File: config.mk
export PLATFORM = sky130hd
export DESIGN_NAME = rf_write_arbiter
export DESIGN_NICKNAME = d
export VERILOG_FILES = /design/src/rtl/rf_write_arbiter.sv
export SDC_FILE = /design/constraint.sdc
export NUM_CORES = 1
export LEC_CHECK = 0
export BUFFER_PORTS_ARGS = -buffer_cell sky130_fd_sc_hd__buf_2
export CAP_MARGIN = 40
export CORE_ASPECT_RATIO = 0.8
export CORE_MARGIN = 10
export CORE_UTILIZATION = 39
export CTS_CLUSTER_SIZE = 24
export DETAILED_ROUTE_END_ITERATION = 12
export SLEW_MARGIN = 40
export SYNTH_ARGS = -nofsm -noshare
export SYNTH_HDL_FRONTEND = slang
export SYNTH_SLANG_ARGS = --single-unit
File: constraint.sdc
create_clock -name clk -period 6.45 [get_ports clk]
set_clock_uncertainty 0.15 [all_clocks]
set_input_delay 1.29 -clock clk [delete_from_list [all_inputs] [get_ports clk]]
set_output_delay 1.29 -clock clk [all_outputs]
set_load 0.02 [all_outputs]
File: src/rtl/rf_write_arbiter.sv
// Register-file write-port arbiter: WB always wins, MDU results queue in order and drain on idle
// WB slots, with WAW cancel, starvation/full hold and a decode RAW stall.
module rf_write_arbiter #(
    parameter int unsigned DEPTH  = 2,
    parameter int unsigned STARVE = 8
) (
    input  logic        clk,
    input  logic        reset,
    input  logic        wb_valid,
    input  logic [4:0]  wb_addr,
    input  logic [31:0] wb_data,
    input  logic        md_valid,
    output logic        md_ready,
    input  logic [4:0]  md_addr,
    input  logic [31:0] md_data,
    input  logic [4:0]  id_rs_addr,
    input  logic [4:0]  id_rt_addr,
    output logic        stall_id,
    output logic        wb_hold,
    output logic        rf_wr_en,
    output logic [4:0]  rf_wr_addr,
    output logic [31:0] rf_wr_data
);

    localparam int unsigned PtrW = (DEPTH > 1) ? $clog2(DEPTH) : 1;
    localparam int unsigned CntW = $clog2(DEPTH + 1);

    logic [DEPTH-1:0] valid_q, valid_d;
    logic [4:0]       addr_q [DEPTH];
    logic [31:0]      data_q [DEPTH];
    logic [PtrW-1:0]  head_q, head_d, tail_q, tail_d;
    logic [CntW-1:0]  count_q, count_d;
    logic [3:0]       age_q, age_d;
    logic             hold_q, hold_d;

    logic full, empty, wb_wr, head_live, head_cancel, pop, push;

    function automatic logic [PtrW-1:0] ptr_inc(input logic [PtrW-1:0] p);
        if (p == PtrW'(DEPTH - 1)) begin
            return '0;
        end
        return p + PtrW'(1);
    endfunction

    assign full        = (count_q == CntW'(DEPTH));
    assign empty       = (count_q == '0);
    assign wb_wr       = wb_valid && (wb_addr != 5'd0);
    assign head_live   = !empty && valid_q[head_q];
    assign head_cancel = head_live && wb_wr && (addr_q[head_q] == wb_addr);
    // A cancelled (invalid) head leaves the queue even while WB owns the port.
    assign pop         = !empty && (!valid_q[head_q] || !wb_wr);
    assign push        = md_valid && !full && (md_addr != 5'd0);

    assign md_ready = !full;
    assign wb_hold  = hold_q;

    always_comb begin
        rf_wr_en   = 1'b0;
        rf_wr_addr = 5'd0;
        rf_wr_data = 32'd0;
        if (!reset) begin
            if (wb_wr) begin
                rf_wr_en   = 1'b1;
                rf_wr_addr = wb_addr;
                rf_wr_data = wb_data;
            end else if (head_live) begin
                rf_wr_en   = 1'b1;
                rf_wr_addr = addr_q[head_q];
                rf_wr_data = data_q[head_q];
            end
        end
    end

    always_comb begin
        stall_id = 1'b0;
        for (int unsigned i = 0; i < DEPTH; i++) begin
            if (valid_q[i] && (((id_rs_addr != 5'd0) && (addr_q[i] == id_rs_addr)) ||
                               ((id_rt_addr != 5'd0) && (addr_q[i] == id_rt_addr)))) begin
                stall_id = 1'b1;
            end
        end
        if (md_valid && (((id_rs_addr != 5'd0) && (md_addr == id_rs_addr)) ||
                         ((id_rt_addr != 5'd0) && (md_addr == id_rt_addr)))) begin
            stall_id = 1'b1;
        end
    end

    always_comb begin
        valid_d = valid_q;
        for (int unsigned i = 0; i < DEPTH; i++) begin
            if (wb_wr && (addr_q[i] == wb_addr)) begin
                valid_d[i] = 1'b0;
            end
        end
        if (pop) begin
            valid_d[head_q] = 1'b0;
        end
        // The new tail entry is set after the cancel scan, so it survives a same-cycle WB match.
        if (push) begin
            valid_d[tail_q] = 1'b1;
        end

        head_d  = pop ? ptr_inc(head_q) : head_q;
        tail_d  = push ? ptr_inc(tail_q) : tail_q;
        count_d = count_q + CntW'(push) - CntW'(pop);

        if (pop || !head_live || head_cancel) begin
            age_d = 4'd0;
        end else if (age_q != 4'hF) begin
            age_d = age_q + 4'd1;
        end else begin
            age_d = age_q;
        end

        hold_d = (count_d == CntW'(DEPTH)) || (age_d >= 4'(STARVE - 1));
    end

    always_ff @(posedge clk) begin
        if (reset) begin
            valid_q <= '0;
            head_q  <= '0;
            tail_q  <= '0;
            count_q <= '0;
            age_q   <= 4'd0;
            hold_q  <= 1'b0;
        end else begin
            valid_q <= valid_d;
            head_q  <= head_d;
            tail_q  <= tail_d;
            count_q <= count_d;
            age_q   <= age_d;
            hold_q  <= hold_d;
        end
    end

    // Payload needs no reset; the valid bits gate every use.
    always_ff @(posedge clk) begin
        if (push && !reset) begin
            addr_q[tail_q] <= md_addr;
            data_q[tail_q] <= md_data;
        end
    end

endmodule

### After elaboration in Yosys (flattened, before gate mapping)

Memory sizes are Yosys's and may differ from the RTL's. A register that Yosys moved wholly into a read port is not among the register bits.
Cells that the tools add are included.
W data, S select, Z words.

| storage, ports and cells | value |
|---|---|
| output and inout port bits | 41 |
| logic and storage cells | 108 |
| memories kept | 2 |
| input port bits | 88 |
| register bits | 11 |
| RAM bits | 74 |

| operators by class | value |
|---|---|
| reduce and logical (&&, ||, !) cells | 39 |
| bitwise operators | 3 |
| multiplexer cells | 36 |
| order comparisons | 5 |
| equality and inequality tests | 12 |
| add/sub/neg operators | 5 |

Memories:

| memory | words | width | read ports | clocked after Yosys merged registers in | wr ports | line | source |
|---|---|---|---|---|---|---|---|
| data_q | 2 | 32 | 1 | 1 | 1 | 30 | `logic [31:0] data_q [DEPTH];` |
| addr_q | 2 | 5 | 3 | 1 | 1 | 29 | `logic [4:0] addr_q [DEPTH];` |

Operators by type and width:

| cell | count |
|---|---|
| $mux W32 | 3 |
| $eq A5 B5 Y1 | 9 |
| $mux W1 | 24 |
| $logic_and A1 B1 Y1 | 21 |
| $reduce_bool A5 Y1 | 4 |
| $mux W5 | 3 |
| $mux W4 | 2 |
| $logic_or A1 B1 Y1 | 7 |
| $logic_not A1 Y1 | 6 |
| $add A4 B1 Y4 const B | 1 |
| $eq A2 B2 Y1 const B | 2 |
| $ge A4 B3 Y1 const B | 1 |
| $lt A1 B2 Y1 const B | 2 |
| $mux W2 | 2 |
| $ne A4 B4 Y1 const B | 1 |
| $add A1 B1 Y1 const B | 2 |
| $add A2 B1 Y2 | 1 |
| $and A2 B2 Y2 | 1 |
| $demux W1 S1 | 2 |
| $ge A1 B1 Y1 const B | 2 |
| $logic_not A2 Y1 | 1 |
| $not A2 Y2 | 1 |
| $or A2 B2 Y2 | 1 |
| $sub A2 B1 Y2 | 1 |

### Longest topological paths before layout

| logic depth | value |
|---|---|
| depth after elaboration | 10 |
| depth in mapped cells | 9 |
| gate-level depth less buffers | 9 |

### Least setup slack after synthesis

Ideal clock, no wire load.

| timing | value |
|---|---|
| path kind | in2reg |
| start | input md_addr[2] |
| end | memory addr_q[1][0], enable pin |
| stages on the path | 3 |
| setup slack | 1469 ps |
| data required time | 5813 ps |
| buffers on the path | 0 |
| arrival | 4344 ps |
| setup time | 487 ps |
| path through | or4_1 o211ai_1 nor3b_1 |

| between the ends | value |
|---|---|
| word-level cells in the longest chain between the ends | 5 |

Ends and longest elaborated chain:

| what | line | source |
|---|---|---|
| start, declared | 14 | `input logic [4:0] md_addr,` |
| $reduce_bool A5 Y1 | 52 | `assign push = md_valid && !full && (md_addr != 5'd0);` |
| $logic_and A1 B1 Y1 | 52 |  |
| $logic_and A1 B1 Y1 | 138 | `if (push && !reset) begin` |
| $mux W1 | 138 |  |
| $mux W1 (not written as such) | 139 | `addr_q[tail_q] <= md_addr;` |
| end, declared | 29 |  |

No other way between the ends.

### Final worst setup path

| timing | value |
|---|---|
| start | input wb_addr[0] |
| end | output rf_wr_addr[0] |

| between the ends | value |
|---|---|
| word-level cells in the longest chain between the ends | 4 |

Ends and longest elaborated chain:

| what | line | source |
|---|---|---|
| start, declared | 10 | `input logic [4:0] wb_addr,` |
| $reduce_bool A5 Y1 | 47 | `assign wb_wr = wb_valid && (wb_addr != 5'd0);` |
| $logic_and A1 B1 Y1 | 47 |  |
| $mux W5 * | 62 | `if (wb_wr) begin` |
| $mux W5 * | 61 | `if (!reset) begin` |
| end, declared | 21 | `output logic [4:0] rf_wr_addr,` |

Every way passes the cells marked *; elsewhere a longest branch is shown, timed or not.

==> impl_metrics.toml <==
[outcome]
run_status = "completed"

[worst_setup_path]
worst-endpoint-required_ps = 5010
critPathCaptureType = "output port"
critPathMaxFanout = 20
timing.critical_path.from_type = "primary input"
critical-path-top-cell-by-count = "buf_2"
timing.critical_path.cells = "buf_2, or4_4, o21ai_4, a21o_1, buf_4, a211oi_1, buf_2"
reg2reg_setup_slack_ps = 3940
cell_type_group_with_the_largest_total_delay_on_the_critical_path = "compound AO/OA/AOI/OAI gates"
crit_path_max_incr_delay_ps = 570
worst_ep_arrival_time_ps = 3430
cp_num_buf_inv = 3
worst-setup-path-type = "primary input to output port"
crit_path_start = "wb_addr[0]"
slowest_stage = "or4_4"

[timing]
fmaxAchievable_ghz = 0.205
fin_crit_sh_pct = 75.5
timing.final.hold_violations = 0
maxSlewHeadroom_pct = 48.0
fin_worst_hold_slack_ps = 424
maxSlewViolCount = 0
fin_tns_setup_ps = 0
report.final.setup_viol = 0
grt_setup_unrepaired = "no"
worst-slew-pin-transition_ps = 773
final_period_minus_worst_setup_slack_ps = 4870

[yosys]
synthesis.yosys.warnings = 0
synth_commonest_cells = "74 x edfxtp_1, 49 x nor2_1, 39 x mux2i_1"
synth-async-reset-ratio_pct = 0
synth_top_flop_cell = "edfxtp_1"
synth.most_common_cell = "edfxtp_1"
yosys_register_bits = 86
netlist.top_cell.by_area = "edfxtp_1"
synthTopCellsByArea = "edfxtp_1 51%, mux2i_1 9.0%, xnor2_1 5.9%"
syn_nets = 433
post_synth_instance_area_um2 = 4330
yosys.cell_types.count = 39
ys_seq_area_share_pct = 56.9
yosys.area.top_type_share_pct = 51.4
synthCells = 342
synth_enable_flop_cells = 74
synthesis.area_per_instance_um2 = 12.6

[clock_tree]
tritoncts.num_buffers = 9
ctsHoldBuffers = 0
clkTransAtPathRegs_ps = 60
cts_max_level = 3
postCtsSetupRepairBufs = 0
cts.root.buffer_cell = "clkbuf_16"
post_cts_resized = 0
clock_sinks = 86
worst_skew_pair.late_latency_ps = 340
clock_path_buffers = 2
cts_tree = "built"

[floorplan]
row_cnt = 34
start_util_pct = 39.9
die_y_um = 114
core_area_um2 = 10800
die_area_um2 = 15700
die-width_um = 138
num_io_pins = 129

[final_layout]
instances_no_fill = 619
layout.core_utilization_pct = 49.7
num-fill-cells = 992
num-nets-final = 560
areaGrowthSynthToFinish_pct = 24.7
fraction_of_layout_instances_using_a_drive_strength_above_1_pct = 35.1

[detailed_routing]
route.antenna.remaining_nets = 0
drt-initial-drc-count = 234
drt_pass1_iterations = 4
met2_wire_length_um = 4940
num_vias = 3082
avgViaCountPerCell = 4.98
highest-signal-layer = "met4"
avgRoutedWirePerCell_um = 17.2
drc_errors = 0
met3WireLength_um = 943
drt-total-wl_um = 10700
met1_wire_length_um = 4690

[global_routing]
grt_start_max_net_pins = 78
grt.overflow.total = 0
grt_antenna_before_repair = 0
globalRouteTotalUtil_pct = 13.5
first_global_vias = 3178
first_pass_grt_wire_length_um = 16500

[pwr]
sequentialPowerShare_pct = 43.7
cellInternalPower_uw = 1150
switching_power_uw = 496
total_power_uw = 1640
max-vdd-ir-drop_mv = 0.130
power_per_cell_area_nw_per_um2 = 305
p_leak_uw = 0.00206
share_comb_of_total_power_pct = 25.9
clock_power_share_pct = 30.4
netSwitchingFraction_pct = 30.2

[hold_path]
min-delay-path-class = "flip-flop to flip-flop"
worst_hold_startpoint = "age_q[3]"

[run]
max_cap_viol_count = 0

[placed_design]
dp_cells = 602
hpwl_detailed_um = 7990
port_buffers = 128
routabilityCongestion = 0.840
-- cells in the final DEF, fill, tap and decap left out, types with 2 or more instances in the layout --
cell	instances
diode_2	2
inv_1	3
nor2b_1	3
or4_1	3
a211oi_1	28
xnor2_1	29
ha_1	3
nor3_1	2
nor4_1	7
buf_4	7
nand3_1	12
buf_2	128
o211ai_1	2
dfxtp_1	11
xor2_1	21
a211oi_2	10
o21ai_0	6
mux2i_1	39
clkbuf_16	9
clkinvlp_4	2
edfxtp_1	74
nor2_1	49
-- power by group through the flow --
stage / sequential [uW] / clock (uW) / combinational (uW)
after detailed placement: 731 / 0 / 430
after CTS: 719 / 514 / 433
final: 718 / 498 / 425
after floorplan: 702 / 0 / 322
after global placement: 729 / 0 / 425
after global routing: 726 / 533 / 469
-- worst register-to-register path: cells and delay by family, from the launching register on --
kind	cells	cell delay [ps]
and+or+nand+nor	1	130
xor gates and xnor gates	1	190
muxes	1	340
AOI/OAI and AO/OA	2	860
DFF	1	700
-- final cells by class --
type	count	area (um2)	area share, %
Antenna cell	2	5.00	0.0928
Clock inverter	6	62.6	1.16
Tap cell	144	180	3.34
Clock buffer	9	225	4.18
Timing Repair Buffer	135	693	12.9
Sequential cell	86	2460	45.7
Multi-Input combinational cell	233	1750	32.4
Inverter	4	15.0	0.278
-- registers in the layout, indices dropped and copies added, names as in the netlist, named ones only --
name,count
age_q,4
tail_q,1
addr_q,10
head_q,1
data_q,64
valid_q,2
wb_hold,1
count_q,2
-- cells by family after synthesis --
family / synth area share, %
multiplexers: 9.29
AO/OA/AOI/OAI: 10.7
buffers and inverters: 2.89
adder cells (fa/ha/maj): 0.868
flip-flops: 56.9
AND/OR/NAND/NOR: 9.17
XOR/XNOR: 10.1
-- path summary, 6_finish.rpt --
path | end | depth (start not counted)
max | rf_wr_addr[0] | 7
min | age_q[3] | 1
max reg2reg | wb_hold | 5
min reg2reg | age_q[3] | 1
-- layer usage --
layer / up-vias / global-route usage [%]
met1: 1423 / 17.0
met2: 107 / 20.8
met4: 0 / 4.02
li1: 1540 / -
met3: 12 / 5.39
met5: - / 0
-- stage by stage --
stage | cell area [um2] | worst slack [ps]
3_3_place_gp | 5100 | 1630
5_1_grt | 5390 | 1410
4_1_cts | 5390 | 1560
6_report | 5390 | 1580
2_1_floorplan | 4330 | 1470
3_5_place_dp | 5100 | 1570
No activity file was read; power rests on OpenSTA's default activity.
